### config.mk
export PLATFORM = sky130hd
export DESIGN_NAME = rx_tlp_trigger_flat
export DESIGN_NICKNAME = d
export VERILOG_FILES = /design/src/rtl/rx_dma_pkg.sv /design/src/rtl/rx_tlp_trigger_if.sv /design/src/rtl/rx_tlp_timeout_cnt.sv /design/src/rtl/rx_tlp_trigger.sv /design/src/flat_wrapper.sv
export SDC_FILE = /design/constraint.sdc
export NUM_CORES = 1
export LEC_CHECK = 0
export BUFFER_PORTS_ARGS = -buffer_cell sky130_fd_sc_hd__buf_2
export CELL_PAD_IN_SITES_DETAIL_PLACEMENT = 1
export CELL_PAD_IN_SITES_GLOBAL_PLACEMENT = 2
export CORE_MARGIN = 2
export CORE_UTILIZATION = 40
export CTS_CLUSTER_SIZE = 12
export DETAILED_ROUTE_END_ITERATION = 10
export GPL_TIMING_DRIVEN = 0
export PLACE_DENSITY_LB_ADDON = 0.15
export SLEW_MARGIN = 30
export SYNTH_ARGS = -nofsm -noshare
export SYNTH_HDL_FRONTEND = slang
export SYNTH_SLANG_ARGS = --single-unit
### constraint.sdc
create_clock -name trn_clk -period 5.92 [get_ports trn_clk]
set_input_delay 0.592 -clock trn_clk [delete_from_list [all_inputs] [get_ports trn_clk]]
set_output_delay 0.592 -clock trn_clk [all_outputs]
set_load 0.05 [all_outputs]
### src/rtl/rx_dma_pkg.sv
// Shared RX DMA definitions: RX RAM pointer width, TLP/page limits,
// trigger FSM state encoding and the wrapped pointer difference helper.
package rx_dma_pkg;

    localparam int RX_RAM_AW      = 9;
    localparam int MAX_TLP_QWORDS = 16;
    localparam int PAGE_QWORDS    = 262144;
    localparam int TIMEOUT_CYCLES = 256;
    localparam int PAGE_CNT_W     = 18;

    typedef enum logic [1:0] {
        IDLE   = 2'd0,
        REQ    = 2'd1,
        COMMIT = 2'd2
    } trig_state_t;

    // Pointers carry a wrap bit above the qword address, so a plain
    // modulo-1024 subtraction gives the fill level across the RAM boundary.
    function automatic logic [RX_RAM_AW:0] ptr_diff(input logic [RX_RAM_AW:0] wr,
                                                    input logic [RX_RAM_AW:0] rd);
        return wr - rd;
    endfunction

endpackage

### src/rtl/rx_tlp_trigger_if.sv
// Request handshake between the TLP trigger and the RX DMA engine.
// Handshake: a request (trigger_tlp or change_huge_page) is raised together
// with qwords_to_send and send_last_tlp_change_huge_page, and all of them are
// held stable until the engine returns the matching ack; the request drops
// in the cycle after that ack is sampled high.
interface rx_tlp_trigger_if;

    logic       trigger_tlp;
    logic       trigger_tlp_ack;
    logic       change_huge_page;
    logic       change_huge_page_ack;
    logic       send_last_tlp_change_huge_page;
    logic [4:0] qwords_to_send;

    modport master (
        output trigger_tlp,
        output change_huge_page,
        output send_last_tlp_change_huge_page,
        output qwords_to_send,
        input  trigger_tlp_ack,
        input  change_huge_page_ack
    );

    modport slave (
        input  trigger_tlp,
        input  change_huge_page,
        input  send_last_tlp_change_huge_page,
        input  qwords_to_send,
        output trigger_tlp_ack,
        output change_huge_page_ack
    );

endinterface

### src/rtl/rx_tlp_timeout_cnt.sv
// Idle timer for partial-TLP flushing; exists only when
// TLP_TRIGGER_TIMEOUT_EN is defined. Counts while armed, restarts whenever
// the write pointer moves, and saturates at TIMEOUT_CYCLES-1.
`ifdef TLP_TRIGGER_TIMEOUT_EN
module rx_tlp_timeout_cnt #(
    parameter int TIMEOUT_CYCLES = rx_dma_pkg::TIMEOUT_CYCLES,
    parameter int CNT_W          = $clog2(TIMEOUT_CYCLES)
) (
    input  logic       i_clk,
    input  logic       i_rst_n,
    input  logic [9:0] i_wr_ptr,
    input  logic       i_arm,
    output logic       o_expired
);

    logic [CNT_W-1:0] r_cnt;
    logic [9:0]       r_wr_prev;
    logic             w_expired;

    assign w_expired = (r_cnt == CNT_W'(TIMEOUT_CYCLES - 1));
    assign o_expired = w_expired;

    // Count idle cycles; any write-pointer movement or disarm restarts it.
    always_ff @(posedge i_clk or negedge i_rst_n) begin
        if (!i_rst_n) begin
            r_cnt     <= '0;
            r_wr_prev <= '0;
        end else begin
            r_wr_prev <= i_wr_ptr;
            if (!i_arm || (i_wr_ptr != r_wr_prev)) begin
                r_cnt <= '0;
            end else if (!w_expired) begin
                r_cnt <= r_cnt + 1'b1;
            end
        end
    end

endmodule
`endif

### src/rtl/rx_tlp_trigger.sv
// RX TLP trigger: decides when the RX DMA engine emits a memory-write TLP
// and how many qwords it carries, closing the huge page when it fills.
// Optional: define TLP_TRIGGER_TIMEOUT_EN to delay partial TLPs until the
// write pointer has been idle for TIMEOUT_CYCLES; otherwise partial TLPs
// are requested immediately.
module rx_tlp_trigger #(
    parameter int PAGE_QWORDS    = rx_dma_pkg::PAGE_QWORDS,
    parameter int MAX_TLP_QWORDS = rx_dma_pkg::MAX_TLP_QWORDS
`ifdef TLP_TRIGGER_TIMEOUT_EN
    ,
    parameter int TIMEOUT_CYCLES = rx_dma_pkg::TIMEOUT_CYCLES
`endif
) (
    input  logic                    trn_clk,
    input  logic                    trn_reset_n,
    input  logic [9:0]              commited_wr_address,
    input  logic [9:0]              commited_rd_address,
    output rx_dma_pkg::trig_state_t o_state,
    rx_tlp_trigger_if.master        bus
);
    import rx_dma_pkg::*;

    localparam logic [18:0] PAGE_Q = 19'(PAGE_QWORDS);
    localparam logic [9:0]  MAX_Q  = 10'(MAX_TLP_QWORDS);

    trig_state_t            r_state;
    logic [9:0]             r_avail;
    logic [PAGE_CNT_W-1:0]  r_page_cnt;
    logic [9:0]             r_rd_snap;
    logic                   r_trigger;
    logic                   r_change;
    logic                   r_send_last;
    logic [4:0]             r_qwords;

    logic [18:0]            w_page_left;
    logic [18:0]            w_lim;
    logic [18:0]            w_n_full;
    logic [4:0]             w_n;
    logic                   w_closes;
    logic                   w_full;
    logic                   w_partial;
    logic                   w_flush;
    logic                   w_go;

    // Register the fill level once per cycle from the two committed pointers.
    always_ff @(posedge trn_clk or negedge trn_reset_n) begin
        if (!trn_reset_n) begin
            r_avail <= '0;
        end else begin
            r_avail <= ptr_diff(commited_wr_address, commited_rd_address);
        end
    end

    // Payload size: smallest of fill level, TLP limit and room left in the page.
    always_comb begin
        w_page_left = PAGE_Q - {1'b0, r_page_cnt};
        w_lim       = (r_avail < MAX_Q) ? {9'd0, r_avail} : {9'd0, MAX_Q};
        w_n_full    = (w_lim < w_page_left) ? w_lim : w_page_left;
        w_n         = w_n_full[4:0];
        w_closes    = (w_n_full == w_page_left);
        w_full      = (r_avail >= MAX_Q);
        w_partial   = (r_avail != 10'd0) && (r_avail < MAX_Q);
        w_go        = w_full || (w_partial && w_flush);
    end

`ifdef TLP_TRIGGER_TIMEOUT_EN
    rx_tlp_timeout_cnt #(
        .TIMEOUT_CYCLES (TIMEOUT_CYCLES)
    ) u_timeout (
        .i_clk     (trn_clk),
        .i_rst_n   (trn_reset_n),
        .i_wr_ptr  (commited_wr_address),
        .i_arm     ((r_state == IDLE) && w_partial),
        .o_expired (w_flush)
    );
`else
    assign w_flush = 1'b1;
`endif

    // Trigger FSM: raise a request, hold it until its own ack, then wait for
    // the read pointer to move so a stale fill level cannot re-trigger.
    always_ff @(posedge trn_clk or negedge trn_reset_n) begin
        if (!trn_reset_n) begin
            r_state     <= IDLE;
            r_page_cnt  <= '0;
            r_rd_snap   <= '0;
            r_trigger   <= 1'b0;
            r_change    <= 1'b0;
            r_send_last <= 1'b0;
            r_qwords    <= '0;
        end else begin
            case (r_state)
                IDLE: begin
                    if (w_go) begin
                        r_state  <= REQ;
                        r_qwords <= w_n;
                        if (w_closes) begin
                            r_change    <= 1'b1;
                            r_send_last <= 1'b1;
                        end else begin
                            r_trigger <= 1'b1;
                        end
                    end
                end
                REQ: begin
                    if (r_trigger && bus.trigger_tlp_ack) begin
                        r_trigger  <= 1'b0;
                        r_page_cnt <= r_page_cnt + PAGE_CNT_W'(r_qwords);
                        r_rd_snap  <= commited_rd_address;
                        r_state    <= COMMIT;
                    end else if (r_change && bus.change_huge_page_ack) begin
                        r_change    <= 1'b0;
                        r_send_last <= 1'b0;
                        r_page_cnt  <= '0;
                        r_rd_snap   <= commited_rd_address;
                        r_state     <= COMMIT;
                    end
                end
                COMMIT: begin
                    if (commited_rd_address != r_rd_snap) begin
                        r_state <= IDLE;
                    end
                end
                default: r_state <= IDLE;
            endcase
        end
    end

    assign bus.trigger_tlp                    = r_trigger;
    assign bus.change_huge_page               = r_change;
    assign bus.send_last_tlp_change_huge_page = r_send_last;
    assign bus.qwords_to_send                 = r_qwords;
    assign o_state                            = r_state;

endmodule

### src/flat_wrapper.sv
// flat-port wrapper written by rule: the top's interface ports become plain ports
module rx_tlp_trigger_flat import rx_dma_pkg::*;
#(
    parameter int PAGE_QWORDS    = rx_dma_pkg::PAGE_QWORDS,
    parameter int MAX_TLP_QWORDS = rx_dma_pkg::MAX_TLP_QWORDS

)
  (trn_clk, trn_reset_n, commited_wr_address, commited_rd_address, o_state, bus_trigger_tlp, bus_change_huge_page, bus_send_last_tlp_change_huge_page, bus_qwords_to_send, bus_trigger_tlp_ack, bus_change_huge_page_ack);
  rx_tlp_trigger_if bus_i ();
  input  logic trn_clk;
  input  logic trn_reset_n;
  input  logic [9:0] commited_wr_address;
  input  logic [9:0] commited_rd_address;
  output rx_dma_pkg::trig_state_t o_state;
  output wire logic [$bits(bus_i.trigger_tlp)-1:0] bus_trigger_tlp;
  output wire logic [$bits(bus_i.change_huge_page)-1:0] bus_change_huge_page;
  output wire logic [$bits(bus_i.send_last_tlp_change_huge_page)-1:0] bus_send_last_tlp_change_huge_page;
  output wire logic [$bits(bus_i.qwords_to_send)-1:0] bus_qwords_to_send;
  input wire logic [$bits(bus_i.trigger_tlp_ack)-1:0] bus_trigger_tlp_ack;
  input wire logic [$bits(bus_i.change_huge_page_ack)-1:0] bus_change_huge_page_ack;
  assign bus_trigger_tlp = bus_i.trigger_tlp;
  assign bus_change_huge_page = bus_i.change_huge_page;
  assign bus_send_last_tlp_change_huge_page = bus_i.send_last_tlp_change_huge_page;
  assign bus_qwords_to_send = bus_i.qwords_to_send;
  assign bus_i.trigger_tlp_ack = bus_trigger_tlp_ack;
  assign bus_i.change_huge_page_ack = bus_change_huge_page_ack;
  rx_tlp_trigger #(.PAGE_QWORDS(PAGE_QWORDS), .MAX_TLP_QWORDS(MAX_TLP_QWORDS)) u_core (.trn_clk(trn_clk), .trn_reset_n(trn_reset_n), .commited_wr_address(commited_wr_address), .commited_rd_address(commited_rd_address), .o_state(o_state), .bus(bus_i));
endmodule
==> qor.yml <==
status: "finished clean"
initial_utilization_pct: 41.5
synth-edff-count: 0
via_count: 2644
cts_tree: "yes"
min_period_ps: 3480
htreeDepth: 2
clk_path_buf_depth: 2
cp.depth: 13
area_delta_synth_final_pct: 12.9
vias_per_cell: 5.33
hold_slack_ps: 291
antenna_cells: 0
setup_violations: 0
power_leakage_nw: 1.66
synth_ff_type: "dfrtp_1"
path_cells: "inv_1 > ha_1 > nor3b_4 > nand2_1 > nor3_1 > xnor2_1 > ha_1 > nand4_1 > nor3_1 > a211oi_2 > a211oi_4 > mux2_4 > o21ai_2"
switching_power_mw: 0.729
die_w_um: 93.8
avgRoutedWirePerCell_um: 16.0
arrival_ps: 3710
rsz0062_at_grt: "no"
clockPowerShare_pct: 15.0
post-cts-setup-buffers: 0
hpwl_mm: 6.25
cp_data_required_time_ps: 6150
start_kind: "register"
clkTransAtPathRegs_ps: 90
finalWorstSetupSlack_ps: 2440
grt_pass1_wl_mm: 13.7
r2r_end: "u_core.bus.qwords_to_send[0]"
drive_gt1_share_pct: 16.8
place_ws_ps: 2380
drcViolationCount: 0
drtPass1Iterations: 4
hold_viol: 0
worst-path-buf-inv: 1
synth_top_area_share_pct: 36.5
ir_drop_mv: 0.177
slew_headroom_pct: 55.2
p_per_area_nw_per_um2: 438
slowest_stage: "a211oi_4"
yosys_warnings: 0
synth.area.top_cells: "dfrtp_1 36%, ha_1 9.3%, xnor2_1 5.7%"
root_buffer: "clkbuf_8"
timing.rr.start: "u_core.r_page_cnt[0]"
synth_top_area_cell: "dfrtp_1"
max_cap_viol_count: 0
p_comb_share_pct: 54.5
die_h_um: 93.8
hold_buffers: 0
cts_buffers: 5
insertion_delay_ps: 310
cts.sinks: 47
dieArea_um2: 8790
p_int_mw: 0.866
path_delay_family: "simple AND/OR/NAND/NOR gates"
min_period_over_period_pct: 58.8
dr.first_iter.drc_count: 62
critPathKind: "register to register"
syn-instance-count: 350
n_fill_cell: 942
ys_ff_latch: 47
ctsResizeCount: 0
slew_violations: 0
grt-ovfl-total: 0
nNetsFinal: 444
pwr-share-seq_pct: 30.5
io_buffers: 33
ios: 34
critPathMaxStageDelay_ps: 490
p_sw_share_pct: 45.7
crit_fanout: 6
max_freq_ghz: 0.287
drt_wl_total_mm: 7.95
track_usage_pct: 20.0
async_flop_share_pct: 100
antenna_found_initial: 0
avgSynthCellArea_um2: 9.21
synthesis.area_um2: 3220
gp_congestion: 0.856
ant_nets: 0
end_kind: "register"
core-area_um2: 7770
finClkSkew_ps: 7.73
ys_types: 62
hp-class: "primary input to asynchronous set/reset pin"
reg2reg_depth: 13
timing.setup.tns_ps: 0
reg2reg_slack_ps: 2440
grt_max_degree: 48
tightestPinTransition_ps: 672
grt_pass1_vias: 2771
num_rows: 32
ys_seq_area_share_pct: 36.5
[cells by family (layout without fill, tap and decap cells)]
kind of cell / count (synthesis) / in the layout / share of synthesized area (%)
buffers and inverters: 35 / 75 / 4.50
and+or+nand+nor: 123 / 123 / 20.0
muxes: 6 / 6 / 2.29
DFF: 47 / 47 / 36.5
other: 1 / 5 / 0.116
AOI/OAI and AO/OA: 77 / 77 / 16.1
adders and majority gates: 26 / 26 / 10.6
xor gates and xnor gates: 35 / 35 / 9.98
[worst max-delay path by stage]
stage / from / to / slack, ps
after floorplan: u_core.r_page_cnt[0] / u_core.bus.qwords_to_send[0] / 2910
after global placement: u_core.r_page_cnt[0] / u_core.bus.qwords_to_send[0] / 2460
after detailed placement: u_core.r_page_cnt[0] / u_core.bus.qwords_to_send[0] / 2380
after CTS: u_core.r_page_cnt[0] / u_core.bus.qwords_to_send[0] / 2350
after global routing: u_core.r_page_cnt[0] / u_core.bus.qwords_to_send[0] / 2110
final: u_core.r_page_cnt[0] / u_core.bus.qwords_to_send[0] / 2440
[metal layers]
metal	GRT usage, %	part of all wire [%]
met1	26.7	47
met2	34.8	50
met3	2.65	2.4
met4	3.99	0.87
met5	0	0
[sequential cells by signal, summed over array words and instances (netlist names)]
register and flops:
u_core.o_state 2, u_core.bus.qwords_to_send 5, u_core.r_page_cnt 18, u_core.r_rd_snap 10
u_core.bus.change_huge_page 1, u_core.bus.trigger_tlp 1, u_core.r_avail 10
[layout by cell type (no fill, tap or decap), drive strengths merged, types with 3 or more instances in the layout]
cell	instances
a211oi	6
a21o	3
a21oi	17
and3	5
buf	37
clkbuf	11
conb	5
dfrtp	47
ha	24
inv	25
mux2i	4
nand2	43
nand3	6
nand4	7
nor2	21
nor2b	4
nor3	11
nor3b	3
nor4	7
o211ai	3
o21ai	27
o31ai	6
or3	6
or4	4
xnor2	22
xor2	13
[power by group through the flow]
| stage | combinational [mW] | sequential [mW] | clock, mW |
|---|---|---|---|
| 2_1_floorplan | 0.620 | 0.521 | 0 |
| 3_3_place_gp | 0.858 | 0.490 | 0 |
| 3_5_place_dp | 0.879 | 0.495 | 0 |
| 4_1_cts | 0.883 | 0.488 | 0.249 |
| 5_1_grt | 0.992 | 0.500 | 0.261 |
| 6_report | 0.869 | 0.486 | 0.240 |
[cell type report]
class | instances | area, um2 | share of cell area [%]
well taps | 102 | 128 | 3.51
repair buffers | 33 | 168 | 4.61
multi-input cells | 272 | 1920 | 52.7
flip-flops and latches | 47 | 1180 | 32.3
inverters | 25 | 93.8 | 2.58
plain buffers | 10 | 51.3 | 1.41
clock inverters | 2 | 37.5 | 1.03
clock buffers | 5 | 68.8 | 1.89
[synth_stat cells, types with 7 or more instances]
cell     count
inv_1       25
nand2_1     43
nor3_1      10
ha_1        24
nor2_1      21
dfrtp_1     47
xor2_1      12
a21oi_1     16
o21ai_0     20
xnor2_1     21
nand4_1      7
[through the flow]
step | util [%] | power (mW) | area [um2] | std cells
floorplan | - | 1.14 | 3240 | 354
global placement | 45.5 | 1.35 | 3530 | 489
detailed placement | 45.5 | 1.37 | 3530 | 489
CTS | 46.9 | 1.62 | 3640 | 496
global route | 46.9 | 1.75 | 3640 | 496
finish | 46.9 | 1.59 | 3640 | 496
Power figures use the tool's default switching activity.
